File: src/rtl/camkey_loader.sv
// camkey_loader: serial loader for the 12-bit camouflage select key.
// A frame is one key_sof strobe followed by key bits on key_sdi (s_0 first),
// each qualified by key_vld. Bits collect in a shadow register. The key is
// copied to s_key in one step, one cycle after the last bit, so s_key never
// shows a partial key. lock_req freezes the committed key until RST.
//
// Handshake: key_vld is a plain per-cycle qualifier with no back-pressure.
// Every cycle with key_vld=1 in an active frame consumes exactly one bit.
//
// Build option: define CAMKEY_PARITY_EN to add a 13th even-parity bit to each
// frame. A frame with bad parity sets key_err and is discarded. With the macro
// undefined, frames are 12 bits and every completed frame is accepted.
// o_dbg_state exposes the FSM state for observation.
module camkey_loader (
  input  logic        CK,
  input  logic        RST,
  input  logic        key_sof,
  input  logic        key_vld,
  input  logic        key_sdi,
  input  logic        lock_req,
  output logic [11:0] s_key,
  output logic        key_ready,
  output logic        key_err,
  output logic        locked,
  output logic [1:0]  o_dbg_state
);

`ifdef CAMKEY_PARITY_EN
  localparam int FRAME_LEN = 13;
`else
  localparam int FRAME_LEN = 12;
`endif
  localparam logic [3:0] LAST_IDX = 4'(FRAME_LEN - 1);

  typedef enum logic [1:0] {
    ST_IDLE   = 2'd0,
    ST_SHIFT  = 2'd1,
    ST_CHECK  = 2'd2,
    ST_LOCKED = 2'd3
  } state_t;

  state_t                r_state;
  state_t                w_next;
  logic [3:0]            r_count;
  logic [FRAME_LEN-1:0]  r_shadow;
  logic [11:0]           r_s_key;
  logic                  r_key_ready;
  logic                  r_key_err;

  logic                  w_lock;
  logic                  w_start;
  logic                  w_accept;
  logic [3:0]            w_idx;
  logic                  w_last;
  logic                  w_good;
  logic                  w_commit;
  logic                  w_err_set;
  logic [FRAME_LEN-1:0]  w_shadow_next;
  logic [3:0]            w_count_next;

  // Decode the events of this cycle: lock, frame start/restart, bit accept.
  always_comb begin
    w_lock   = lock_req && r_key_ready &&
               (r_state == ST_IDLE || r_state == ST_CHECK);
    // A lock in IDLE takes priority over a simultaneous start of frame.
    w_start  = key_sof && ((r_state == ST_IDLE && !w_lock) || r_state == ST_SHIFT);
    w_accept = key_vld && (w_start || r_state == ST_SHIFT);
    w_idx    = w_start ? 4'd0 : r_count;
    w_last   = w_accept && (w_idx == LAST_IDX);
`ifdef CAMKEY_PARITY_EN
    w_good   = ~(^r_shadow);
`else
    w_good   = 1'b1;
`endif
    w_commit  = (r_state == ST_CHECK) && w_good;
    w_err_set = (key_sof && (r_state == ST_SHIFT || r_state == ST_LOCKED)) ||
                ((r_state == ST_CHECK) && !w_good);
  end

  // Next shadow/count: a start clears both, and an accepted bit lands at w_idx.
  always_comb begin
    w_shadow_next = w_start ? '0 : r_shadow;
    w_count_next  = w_start ? 4'd0 : r_count;
    if (w_accept) begin
      w_shadow_next[w_idx] = key_sdi;
      w_count_next         = 4'(w_idx + 4'd1);
    end
  end

  // FSM next-state logic.
  always_comb begin
    w_next = r_state;
    case (r_state)
      ST_IDLE: begin
        if (w_lock)       w_next = ST_LOCKED;
        else if (w_start) w_next = w_last ? ST_CHECK : ST_SHIFT;
      end
      ST_SHIFT:  if (w_last) w_next = ST_CHECK;
      ST_CHECK:  w_next = w_lock ? ST_LOCKED : ST_IDLE;
      ST_LOCKED: w_next = ST_LOCKED;
      default:   w_next = ST_IDLE;
    endcase
  end

  // FSM state register.
  always_ff @(posedge CK or posedge RST) begin
    if (RST) r_state <= ST_IDLE;
    else     r_state <= w_next;
  end

  // Datapath: shadow capture, atomic key commit and sticky flags.
  always_ff @(posedge CK or posedge RST) begin
    if (RST) begin
      r_shadow    <= '0;
      r_count     <= 4'd0;
      r_s_key     <= 12'h000;
      r_key_ready <= 1'b0;
      r_key_err   <= 1'b0;
    end else begin
      if (w_start || w_accept) begin
        r_shadow <= w_shadow_next;
        r_count  <= w_count_next;
      end else if ((r_state == ST_CHECK) && !w_good) begin
        r_shadow <= '0;
      end
      if (w_commit) begin
        r_s_key     <= r_shadow[11:0];
        r_key_ready <= 1'b1;
      end
      if (w_err_set) r_key_err <= 1'b1;
    end
  end

  assign s_key       = r_s_key;
  assign key_ready   = r_key_ready;
  assign key_err     = r_key_err;
  assign locked      = (r_state == ST_LOCKED);
  assign o_dbg_state = r_state;

endmodule

File: config.mk
export PLATFORM = sky130hd
export DESIGN_NAME = camkey_loader
export DESIGN_NICKNAME = d
export VERILOG_FILES = /design/src/rtl/camkey_loader.sv
export SDC_FILE = /design/constraint.sdc
export NUM_CORES = 1
export LEC_CHECK = 0
export ABC_AREA = 1
export BUFFER_PORTS_ARGS = -buffer_cell sky130_fd_sc_hd__buf_2
export CORE_MARGIN = 2
export CORE_UTILIZATION = 40
export CTS_CLUSTER_DIAMETER = 30
export DETAILED_ROUTE_END_ITERATION = 16
export MAX_ROUTING_LAYER = met4
export SLEW_MARGIN = 20
export SYNTH_ARGS = -nofsm -noshare
export SYNTH_HDL_FRONTEND = slang
export SYNTH_SLANG_ARGS = --single-unit
File: constraint.sdc
create_clock -name CK -period 1.8 [get_ports CK]
set_input_delay 0.18 -clock CK [delete_from_list [all_inputs] [get_ports CK]]
set_output_delay 0.18 -clock CK [all_outputs]
set_load 0.01 [all_outputs]
After elaboration in Yosys (flattened, before gate mapping)
Cells that the tools add are included.
{ "word_totals": {"out_inout_bits": 17, "wordCells": 44, "ff_bits": 32} }
{ "op_classes": {"n_reduce_logical": 16, "n_mux": 13, "n_addsub": 1, "n_eq_ne": 6, "magnitude_cmp": 2} }
{ "op_table": {"columns": ["op", "n"], "rows": [
  ["two-way mux 12 bit", 2],
  ["bitwise mux 12 bit", 1],
  ["two-way mux 2 bit", 5],
  ["logical AND 1 bit", 8],
  ["two-way mux 4 bit", 2],
  ["case mux 2 bit (4 select lines)", 1],
  ["logical OR 1 bit", 5],
  ["< comparator 4 x 5 -> 1 bit (second input constant)", 1],
  ["adder 4 x 1 -> 4 bit (second input constant)", 1],
  ["demux 1 bit (select 4 bit)", 1],
  ["equality test 2 bit (second input constant)", 2],
  ["equality test 4 bit (second input constant)", 1],
  ["greater-or-equal comparator 4 x 1 -> 1 bit (second input constant)", 1],
  ["inequality test 3 bit (second input constant)", 1],
  ["equality test 2 x 1 -> 1 bit (second input constant)", 1],
  ["logical NOT 2 bit", 1],
  ["inequality test 2 bit (second input constant)", 1],
  ["AND reduction 2 bit", 1],
  ["logical NOT 1 bit", 1],
  ["two-way mux 1 bit", 1]
]} }

Depth between registers and ports, before layout
Gate-level depths: netlist of the first run.
{ "logic_depth": {"word_depth": 14, "ltp_mapped": 10} }

Least setup slack after synthesis of the first run
Ideal clock, no wire load.
{ "synth_timing": {"path_type": "reg-to-reg", "startpoint": "register r_state[0] (netlist: o_dbg_state[0])", "endpoint": "register r_shadow[1]", "stages_incl_launch_ff": 11, "path_buffers": 2, "synth_period_minus_slack_ps": 1424, "arrival_time_ps": 1310, "t_required_ps": 1687, "path_slack_ps": 376, "setup_ps": 113, "path_cell_list": "dfrtp_1 -> inv_2 -> nand3_2 -> nand2_1 -> buf_6 -> buf_4 -> nand3_1 -> nor2_1 -> nand3_1 -> nand2_1 -> inv_1"} }
{ "synth_via": {"elab_chain_len": 14, "elab_cells_between_ends": 21, "classes_between": "2 x order compare; 2 x eq/ne; 6 x mux; 11 x reduce/logical"} }
{ "synth_lines": {"columns": ["item", "line", "text"], "rows": [
  ["from (decl)", "42", "state_t r_state;"],
  ["from (signal assigned)", "108", "else r_state <= w_next;"],
  ["equality test 2 bit / logical NOT 2 bit (equally long branches)", "64, 66", null],
  ["logical OR 1 bit", "64", "(r_state == ST_IDLE || r_state == ST_CHECK);"],
  ["logical AND 1 bit", "63", "w_lock = lock_req && r_key_ready &&"],
  ["logical NOT 1 bit", "66", "w_start = key_sof && ((r_state == ST_IDLE && !w_lock) || r_state == ST_SHIFT);"],
  ["logical AND 1 bit", "66", null],
  ["logical OR 1 bit", "66", null],
  ["logical AND 1 bit", "66", null],
  ["two-way mux 4 bit", null, null],
  ["< comparator 4 x 5 -> 1 bit (implied by the code) / greater-or-equal comparator 4 x 1 -> 1 bit (equally long branches)", "85", "w_shadow_next[w_idx] = key_sdi;"],
  ["logical AND 1 bit (implied by the code)", "85", null],
  ["two-way mux 1 bit (implied by the code)", "85", null],
  ["demux 1 bit (select 4 bit)", "85", null],
  ["bitwise mux 12 bit", "85", null],
  ["two-way mux 12 bit", "84", "if (w_accept) begin"],
  ["to (signal assigned)", "121", "r_shadow <= w_shadow_next;"],
  ["to (decl)", "45", "logic [FRAME_LEN-1:0] r_shadow;"]
]} }
Parallel ways exist; a longest one is shown, timed or not.
A chain may end at the register's enable or synchronous reset.

Worst setup path in the final report of the first run
{ "layout_timing": {"startpoint": "register r_state[0] (netlist: o_dbg_state[0])", "endpoint": "register r_state[0] (netlist: o_dbg_state[0])"} }
{ "layout_via": {"elab_chain_len": 14, "elab_cells_between_ends": 23, "classes_between": "6 x eq/ne; 6 x mux; 11 x reduce/logical"} }
{ "layout_lines": {"columns": ["item", "line", "text"], "rows": [
  ["equality test 2 bit / logical NOT 2 bit (equally long branches)", "64, 93, 66", null],
  ["logical OR 1 bit", "64", null],
  ["logical AND 1 bit", "63", null],
  ["logical NOT 1 bit", "66", null],
  ["logical AND 1 bit", "66", null],
  ["logical OR 1 bit", "66", null],
  ["logical AND 1 bit", "66", null],
  ["two-way mux 4 bit / logical OR 1 bit (equally long branches)", null, null],
  ["equality test 4 bit / logical AND 1 bit (equally long branches)", "69, 67", null],
  ["logical AND 1 bit", "69", "w_last = w_accept && (w_idx == LAST_IDX);"],
  ["two-way mux 2 bit (2 in series)", "96", "else if (w_start) w_next = w_last ? ST_CHECK : ST_SHIFT;"],
  ["two-way mux 2 bit", "95", "if (w_lock) w_next = ST_LOCKED;"],
  ["case mux 2 bit (4 select lines)", "93", "case (r_state)"]
]} }
Parallel ways exist; a longest one is shown, timed or not. The select of a mux whose other input is x is not followed.

==> flow_summary.yaml, run 1 <==
setup_path:
  slowest_delay_ns: 0.39
  crit_arrival_ns: 1.73
  critPathLaunch: "o_dbg_state[0]"
  worstPathMaxFanout: 6
  setup.worst_path.start_class: "flip-flop"
  cp_common_cell: "nand2_1"
  r2r_cells: 10
  endpoint_kind: "flip-flop"
  worst_path_max_delay_cell: "dfrtp_1"
  r2r_start: "o_dbg_state[0]"
  crit_chain: "inv_2, buf_4, nor2_2, inv_2, nand2_1, nand2_2, nor2_2, nand2_1, nand2_1, o21ai_1"
  required_ns: 1.97
  critical_path_class: "reg -> reg"
yosys:
  netlist_area_um2: 1560
  synthDominantAreaCellType: "dfrtp_1"
  yosysWarnings: 0
  ys_seq_elements: 32
  synth_cell_type_count: 22
  synth_commonest_cells: "nand2_1, dfrtp_1, inv_1"
  syn_inst: 192
  synth_most_common_cell: "nand2_1"
  synth_top_cell_area_share_pct: 51.2
  synth_top_flop_cell: "dfrtp_1"
  synth-edff-count: 0
  syn_avg_cell_area_um2: 8.14
  async_flop_share_pct: 100
  yosys-top-cells-area: "dfrtp_1, nand2_1, inv_1, nand3_1, mux2_2"
  synth.net_count: 198
  ys_seq_area_share_pct: 51.2
hold_path:
  hp-start: "key_sdi"
  hold_path.class: "in -> reg"
  worstHoldPathCells: 3
clock_network:
  clk_latency_ns: 0.29
  cts_setup_buffers: 0
  cts.htree.levels: 2
  cts_root_buf: "clkbuf_8"
  cts_tree: "yes"
  cts_inserted_buffers: 5
  clk_pin_slew_ns: 0.07
  clock-sinks: 32
  cts_buffer_depth: 2
status:
  status: "finished, final reports clean"
grt:
  grt_first_pass_wirelength_mm: 5.64
  grt_usage_pct: 17.7
  grt_overflow: 0
  antenna_found_initial: 0
  grt_max_degree: 33
  grt_pass1_vias: 1234
timing:
  fin_worst_skew_ns: 0.00762
  worst_slew_pin_slew_ns: 0.459
  hold_violations: 0
  drv_slew: 0
  relSlewSlack_pct: 69.3
  period_needed_ns: 1.56
  setup_viol: 0
  fin_crit_sh_pct: 86.4
  max_freq_mhz: 643
  rsz0062_at_grt: "false"
  fin_setup_tns_ns: 0
layout:
  fin_area_um2: 1890
  area_growth_syn_to_layout_pct: 21.2
  finalNetCount: 233
  utilization_pct: 51.0
  drive_above_1_share_pct: 25.0
  fill_cells: 373
  n_antenna_cell: 0
pwr:
  ir_drop_v: 0.000638
  p_switching_uw: 943
  leakagePower_uw: 0.00104
  intPower_uw: 1590
  sw_frac_of_total_pct: 37.2
  power.density_nw_per_um2: 1340
  p_seq_share_pct: 37.3
  p_clk_share_pct: 27.3
  combPwrFrac_pct: 35.3
floorplanning:
  dieHeight_um: 66.5
  core_area_um2: 3720
  ios: 23
  fp.dieArea_um2: 4420
  start_util_pct: 42.1
  rows: 22
  fp.dieW_um: 66.5
place:
  port_buffers: 22
  gp_congestion: 0.908
  dpl.hpwl_mm: 2.25
  placed_area_um2: 1770
drt:
  drtIter0Drc: 67
  wl_per_cell_um: 11.4
  num_vias: 1294
  wl_mm: 3.16
  drc: 0
  ant_nets: 0
  via_per_inst: 4.69
  dr.pass1.iters: 4
job:
  maxCapViolations: 0
[kinds of logic (layout without fill, tap and decap cells)]
logic type      Yosys count  in the layout  synth area share [%]
simple gates             99             99                  27.5
buf+inv                  34             70                  8.89
flops                    32             32                  51.2
compound gates           20             20                  7.45
mux                       6              6                  4.32
xor+xnor                  1              1                 0.561
[metrics by stage]
step / worst slack [ns] / std cells / hold slack, ns / power, uW
2_1_floorplan: 0.376 / 192 / 0.296 / 1570
3_3_place_gp: 0.131 / 267 / 0.288 / 1850
3_5_place_dp: 0.100 / 267 / 0.285 / 1850
4_1_cts: 0.0891 / 276 / 0.138 / 2560
5_1_grt: 0.0435 / 276 / 0.162 / 2740
6_report: 0.245 / 276 / 0.142 / 2540
[flip-flops by register name, indices dropped and copies added (netlist names)]
name / flops
key_err: 1
key_ready: 1
o_dbg_state: 2
r_count: 4
r_shadow: 12
s_key: 12
[cell type report]
cell class	count	area [um^2]	area share, %
tap	48	60.1	3.17
clock buffer	5	68.8	3.63
clock inverter	3	42.5	2.25
timing repair buffer	31	180	9.51
multi-input combinational	126	626	33.0
sequential	32	801	42.3
inverter	31	116	6.14
[cells in the final DEF (no fill, tap or decap), types with 2 or more instances in the layout]
cell type and instances:
a21oi_1 3, buf_2 22, buf_4 8, clkbuf_8 5, dfrtp_1 32, inv_1 28, inv_2 3, mux2_2 6
nand2_1 54, nand2_2 2, nand3_1 17, nand3_2 2, nor2_1 17, nor2_2 4, o21ai_0 8, o21ai_1 6
o21bai_1 2
[power by group through the flow]
stage	registers [uW]	clock network (uW)	logic [uW]
6_report	947	693	897
5_1_grt	970	746	1020
4_1_cts	948	712	897
3_5_place_dp	960	0	893
3_3_place_gp	958	0	894
2_1_floorplan	986	0	583
[routing by layer]
metal | GRT usage [%] | vias up | wire (um) | share of wire, %
li1 | - | 669 | - | -
met1 | 23.4 | 598 | 1540 | 49
met2 | 25.1 | 22 | 1450 | 46
met3 | 4.56 | 5 | 125 | 4.0
met4 | 9.18 | 0 | 48 | 1.5
met5 | - | - | 0 | 0
[timing repair]
action | 4_1_cts | 5_1_grt
hold endpoints to repair | 32 | 0
setup endpoints to repair | 0 | 12
hold buffers | 1 | 0
gates resized for setup | 0 | 1
[final timing paths]
path | to | slack, ns
max | o_dbg_state[0] | 0.24
min | r_shadow[8] | 0.14
max reg2reg | o_dbg_state[0] | 0.24
min reg2reg | key_err | 0.47
max in group asynchronous | r_shadow[1] | 0.99
min in group asynchronous | s_key[8] | 0.50
[worst max-delay path, delay by kind of cell (launching register included)]
family / cells / cell delay [ns]
AND/OR/NAND/NOR: 6 / 0.71
AO/OA/AOI/OAI: 1 / 0.06
flip-flops: 1 / 0.39
buffers and inverters: 3 / 0.28
(Power assumes the default switching activity.)
==> run 2, diff against run 1 <==
--- a/config.mk
+++ b/config.mk
@@ -9,6 +9,7 @@
 export BUFFER_PORTS_ARGS = -buffer_cell sky130_fd_sc_hd__buf_2
 export CORE_MARGIN = 2
 export CORE_UTILIZATION = 40
+export CTS_BUF_LIST = sky130_fd_sc_hd__clkbuf_2
 export CTS_CLUSTER_DIAMETER = 30
 export DETAILED_ROUTE_END_ITERATION = 16
 export MAX_ROUTING_LAYER = met4
==> run 2 against run 1 <==
  * Total power is 7.4% lower
  * First-iteration DRC count is 13% lower
  * Die area stayed put
  * Combinational power hardly changed
  * Final cell count is 0.36% higher
  * Clock power is 28% lower
  * Via count stayed put
  * Hold slack worse by 0.084 ns
  * Wire length is 0.57% lower
  * Highest routed layer unchanged
  * Sequential power hardly changed
  * Sequential share of layout area is 0.77 points higher
  * Design area is 1.8% lower
  * Largest cell class unchanged
  * Critical endpoint is now r_shadow[0]
==> flow_summary.yaml, run 2 (synthesized netlist as in run 1, its figures left out) <==
layout:
  fill_cells: 373
  drive_above_1_share_pct: 24.9
  n_antenna_cell: 0
  seq_area_um2: 801
  area_growth_syn_to_layout_pct: 19.1
  finalNetCount: 234
  multi_input_area_um2: 626
  fin_cells: 277
  layout_commonest_cell: "nand2_1"
  layout_common_cells: "nand2_1, dfrtp_1, inv_1"
setup_path:
  reg2reg_slack_ns: 0.22
  r2r_cells: 10
  critical_path_class: "reg -> reg"
  required_ns: 2.10
  worstPathMaxFanout: 14
  crit_arrival_ns: 1.87
  r2r_start: "o_dbg_state[0]"
  endpoint_kind: "flip-flop"
  setup.worst_path.start_class: "flip-flop"
  r2r_end: "r_shadow[0]"
timing:
  fin_setup_tns_ns: 0
  worst_slew_pin_slew_ns: 0.430
  max_freq_mhz: 635
  fin_crit_sh_pct: 87.5
  relSlewSlack_pct: 71.2
  rsz0062_at_grt: "false"
  period_needed_ns: 1.58
  drv_slew: 0
  fin_worst_skew_ns: 0.0200
  setup_viol: 0
  hold_violations: 0
hold_path:
  worstHoldPathCells: 3
  hold_path_end: "key_err"
  hold_path.class: "in -> reg"
  hp-start: "key_sof"
grt:
  grt_max_degree: 33
  grt_pass1_vias: 1254
  antenna_found_initial: 0
  grt_first_pass_wirelength_mm: 5.66
  grt_overflow: 0
  grt_usage_pct: 17.6
clock_network:
  cts_buffer_depth: 2
  clock-sinks: 32
  clk_latency_ns: 0.40
  cts.htree.levels: 2
  clk_pin_slew_ns: 0.18
  cts_setup_buffers: 0
  cts_tree: "yes"
  cts_root_buf: "clkbuf_2"
  cts_inserted_buffers: 5
pwr:
  ir_drop_v: 0.000582
  p_clk_share_pct: 21.4
  combPwrFrac_pct: 38.3
  sw_frac_of_total_pct: 39.7
  power.density_nw_per_um2: 1260
  leakagePower_uw: 0.00103
  p_switching_uw: 932
  p_seq_share_pct: 40.3
  intPower_uw: 1420
floorplanning:
  start_util_pct: 42.1
  dieHeight_um: 66.5
  rows: 22
  fp.dieArea_um2: 4420
  core_area_um2: 3720
  ios: 23
  fp.dieW_um: 66.5
place:
  gp_congestion: 0.908
  placed_cells: 267
  dpl.hpwl_mm: 2.25
  port_buffers: 22
status:
  status: "finished, final reports clean"
job:
  maxCapViolations: 0
drt:
  wl_per_cell_um: 11.3
  drc: 0
  drtIter0Drc: 58
  dr.pass1.iters: 6
  ant_nets: 0
  via_per_inst: 4.67
  num_vias: 1294
  wl_mm: 3.14
-- run 2: cell count changes in the layout (fill, tap and decap cells not counted), sizes merged --
cell	previous run	this run
dlygate4sd3	1	2
-- run 2: worst max path at each step --
| stage | startpoint | endpoint | slack (ns) | depth (start not counted) |
|---|---|---|---|---|
| 2_1_floorplan | o_dbg_state[0] | r_shadow[1] | 0.38 | 10 |
| 3_3_place_gp | o_dbg_state[0] | r_shadow[0] | 0.13 | 10 |
| 3_5_place_dp | o_dbg_state[0] | r_shadow[0] | 0.1 | 10 |
| 4_1_cts | key_ready | r_shadow[0] | 0.07 | 9 |
| 5_1_grt | o_dbg_state[0] | o_dbg_state[0] | 0.03 | 8 |
| 6_report | o_dbg_state[0] | r_shadow[0] | 0.22 | 10 |
-- run 2: layout make-up --
class	count	area share, %
tap	48	3.23
inverter	31	6.25
timing repair buffer	32	10.2
clock inverter	3	2.29
sequential	32	43.0
clock buffer	5	1.34
multi-input combinational	126	33.6
-- run 2: what timing repair did --
action / CTS / global route
resized for setup: 0 / 1
endpoints found under the hold margin: 33 / 0
setup endpoints to repair: 0 / 13
hold buffers: 2 / 0
-- run 2: metal layers --
layer / wire length [um] / vias up / global-route usage, % / share of wire, %
li1: - / 672 / - / -
met1: 1590 / 598 / 23.6 / 51
met2: 1390 / 16 / 25.1 / 44
met3: 96 / 8 / 4.05 / 3.1
met4: 61 / 0 / 8.42 / 1.9
met5: 0 / - / - / 0
-- run 2: power groups by stage --
stage / sequential, uW / combinational [uW] / clock [uW]
5_1_grt: 969 / 1030 / 548
3_5_place_dp: 960 / 893 / 0
6_report: 947 / 900 / 502
2_1_floorplan: 986 / 583 / 0
3_3_place_gp: 958 / 894 / 0
4_1_cts: 947 / 898 / 513
-- run 2: metrics by stage --
stage          utilization [%]  hold WS [ns]  worst slack, ns  total power, uW  instance area (um^2)
5_1_grt                   50.1        0.0568           0.0315             2540                  1860
3_3_place_gp              47.6         0.288            0.131             1850                  1770
3_5_place_dp              47.6         0.285            0.100             1850                  1770
4_1_cts                   50.0        0.0497           0.0663             2360                  1860
6_report                  50.1        0.0580            0.225             2350                  1860
2_1_floorplan                -         0.296            0.376             1570                  1560
-- run 2: worst max-delay path: stages, from the launching register on --
cell	delay (ns)
dfrtp_1	0.44
inv_2	0.07
nand3_2	0.07
nand2_2	0.25
nand2_1	0.11
nand2_2	0.15
nand2_1	0.08
nand2_1	0.14
inv_1	0.06
nand2_1	0.07
nand2_1	0.04
==> run 3, diff against run 2 <==
==> constraint.sdc (replaced) <==
create_clock -name CK -period 1.6 [get_ports CK]
set_input_delay 0.16 -clock CK [delete_from_list [all_inputs] [get_ports CK]]
set_output_delay 0.16 -clock CK [all_outputs]
set_load 0.01 [all_outputs]
==> run 3 against run 2 <==
  * Clock-buffer cell count unchanged
  * Register-to-register slack worse by 0.097 ns
  * Setup slack worse by 0.097 ns
  * Clock power up 5.2%
  * Sequential share of layout area down 1.2 points
  * Wire length up 1.6%
  * Utilization up 1.4 points
  * Global-route usage down 0.57 points
  * Critical path type unchanged
  * Largest power group is now combinational logic
==> flow_summary.yaml, run 3 (synthesized netlist as in run 1, its figures left out) <==
status:
  status: "finished, final reports clean"
grt:
  grt_usage_pct: 17.0
  antenna_found_initial: 0
  grt_pass1_vias: 1185
  grt_util_met3_pct: 4.56
  grt_first_pass_wirelength_mm: 5.34
  grt_use_met1_pct: 21.6
  top_usage_layer: "met2"
  grt_overflow: 0
  use_met2_pct: 25.5
  grt_max_degree: 33
floorplanning:
  start_util_pct: 42.1
  fp.dieW_um: 66.5
  rows: 22
  core_area_um2: 3720
  ios: 23
  dieHeight_um: 66.5
  fp.dieArea_um2: 4420
timing:
  rsz0062_at_grt: "false"
  fin_crit_sh_pct: 92.0
  relSlewSlack_pct: 73.6
  setup_viol: 0
  hold_violations: 0
  drv_slew: 0
  worst_slew_pin_slew_ns: 0.396
  period_needed_ns: 1.47
  max_freq_mhz: 679
  fin_worst_skew_ns: 0.0227
  fin_setup_tns_ns: 0
setup_path:
  endpoint_kind: "flip-flop"
  cp_top_family: "simple AND/OR/NAND/NOR gates"
  crit_chain: "inv_2, nand3_2, nand2_1, buf_12, nand2_1, nand2_4, nand2_1, nand2_2, inv_1, nand2_1, nand2_1"
  worstPathMaxFanout: 20
  cp_common_cell: "nand2_1"
  worst_path_max_delay_cell: "dfrtp_1"
  setup.worst_path.start_class: "flip-flop"
  required_ns: 1.88
  worstPathBufferInverterCount: 3
  crit_arrival_ns: 1.76
  slowest_delay_ns: 0.42
  critical_path_class: "reg -> reg"
hold_path:
  hold_path.class: "in -> reg"
layout:
  finalNetCount: 238
  area_growth_syn_to_layout_pct: 22.4
  drive_above_1_share_pct: 26.6
  seq_area_um2: 801
  layout_common_cells: "nand2_1, dfrtp_1, inv_1"
  multi_input_area_um2: 641
  n_antenna_cell: 0
  fin_cells: 281
  fin_area_um2: 1910
  fill_cells: 378
  layout_commonest_cell: "nand2_1"
place:
  dpl.hpwl_mm: 2.32
  placed_cells: 267
  gp_congestion: 0.911
  port_buffers: 22
  placed_area_um2: 1780
pwr:
  intPower_uw: 1660
  p_clk_share_pct: 19.5
  power.density_nw_per_um2: 1420
  combPwrFrac_pct: 41.3
  ir_drop_v: 0.000756
  p_total_uw: 2710
  leakagePower_uw: 0.00106
  p_switching_uw: 1050
  sw_frac_of_total_pct: 38.7
  p_seq_share_pct: 39.2
drt:
  via_per_inst: 4.67
  wl_mm: 3.19
  num_vias: 1312
  drtIter0Drc: 58
  ant_nets: 0
  wl_per_cell_um: 11.4
  drc: 0
  dr.pass1.iters: 4
clock_network:
  cts.htree.levels: 2
  cts_buffer_depth: 2
  clk_latency_ns: 0.38
  cts_tree: "yes"
  cts_inserted_buffers: 5
  clock-sinks: 32
  clk_pin_slew_ns: 0.15
  cts_root_buf: "clkbuf_2"
job:
  maxCapViolations: 0
==> run 3: changes by cell type in the layout (fill, tap and decap cells not counted) <==
cell / change
inv_1: -1
nand2_4: +1
nor2_1: -1
buf_12: +1
clkinv_1: +2
clkinv_2: -1
inv_2: +1
nor2_4: +1
buf_4: +3
clkinvlp_4: -1
nand2_1: -1
==> run 3: final timing paths <==
path,start,to,slack (ns),depth (start not counted)
hold / removal,key_sof,key_err,0.08,3
hold reg to reg,key_err,key_err,0.49,1
min in group asynchronous,RST,r_shadow[7],0.37,4
setup reg to reg,o_dbg_state[0],r_shadow[0],0.13,11
max in group asynchronous,RST,r_count[2],0.92,4
setup / recovery,o_dbg_state[0],r_shadow[0],0.13,11
==> run 3: worst register-to-register path, stage by stage, from the launching register on <==
cell	delay, ns
dfrtp_1	0.42
inv_2	0.08
nand3_2	0.07
nand2_1	0.11
buf_12	0.16
nand2_1	0.10
nand2_4	0.11
nand2_1	0.09
nand2_2	0.10
inv_1	0.05
nand2_1	0.06
nand2_1	0.04
==> run 3: final cells by class <==
class,count,area share [%]
Inverter,31,6.08
Sequential cell,32,41.9
Clock inverter,3,1.96
Clock buffer,5,1.31
Tap cell,48,3.14
Timing Repair Buffer,36,12.2
Multi-Input combinational cell,126,33.5
==> run 3: power groups by stage <==
stage               Clock (uW)  Combinational, uW  Sequential (uW)
floorplan                    0                656             1110
global placement             0               1020             1080
detailed placement           0               1030             1080
CTS                        549               1030             1060
global route               582               1260             1080
finish                     528               1120             1060
==> run 3: per-stage QoR <==
stage / setup slack, ns / hold slack (ns) / util, %
5_1_grt: 0.00375 / 0.0868 / 51.5
6_report: 0.128 / 0.0788 / 51.5
2_1_floorplan: 0.176 / 0.276 / -
3_5_place_dp: 0.0724 / 0.267 / 48.0
3_3_place_gp: 0.102 / 0.265 / 48.0
4_1_cts: 0.0422 / 0.0574 / 50.2
==> run 3: layer usage <==
layer	part of all wire, %	up-vias
li1	-	681
met1	46	604
met2	47	19
met3	4.2	8
met4	2.0	0
met5	0	-
==> run 3: what timing repair did <==
item / in CTS / in global routing
hold buffers: 2 / 0
gates resized for setup: 0 / 6
endpoints found under the setup margin: 0 / 11
buffers inserted: 0 / 4
hold endpoints to repair: 33 / 0
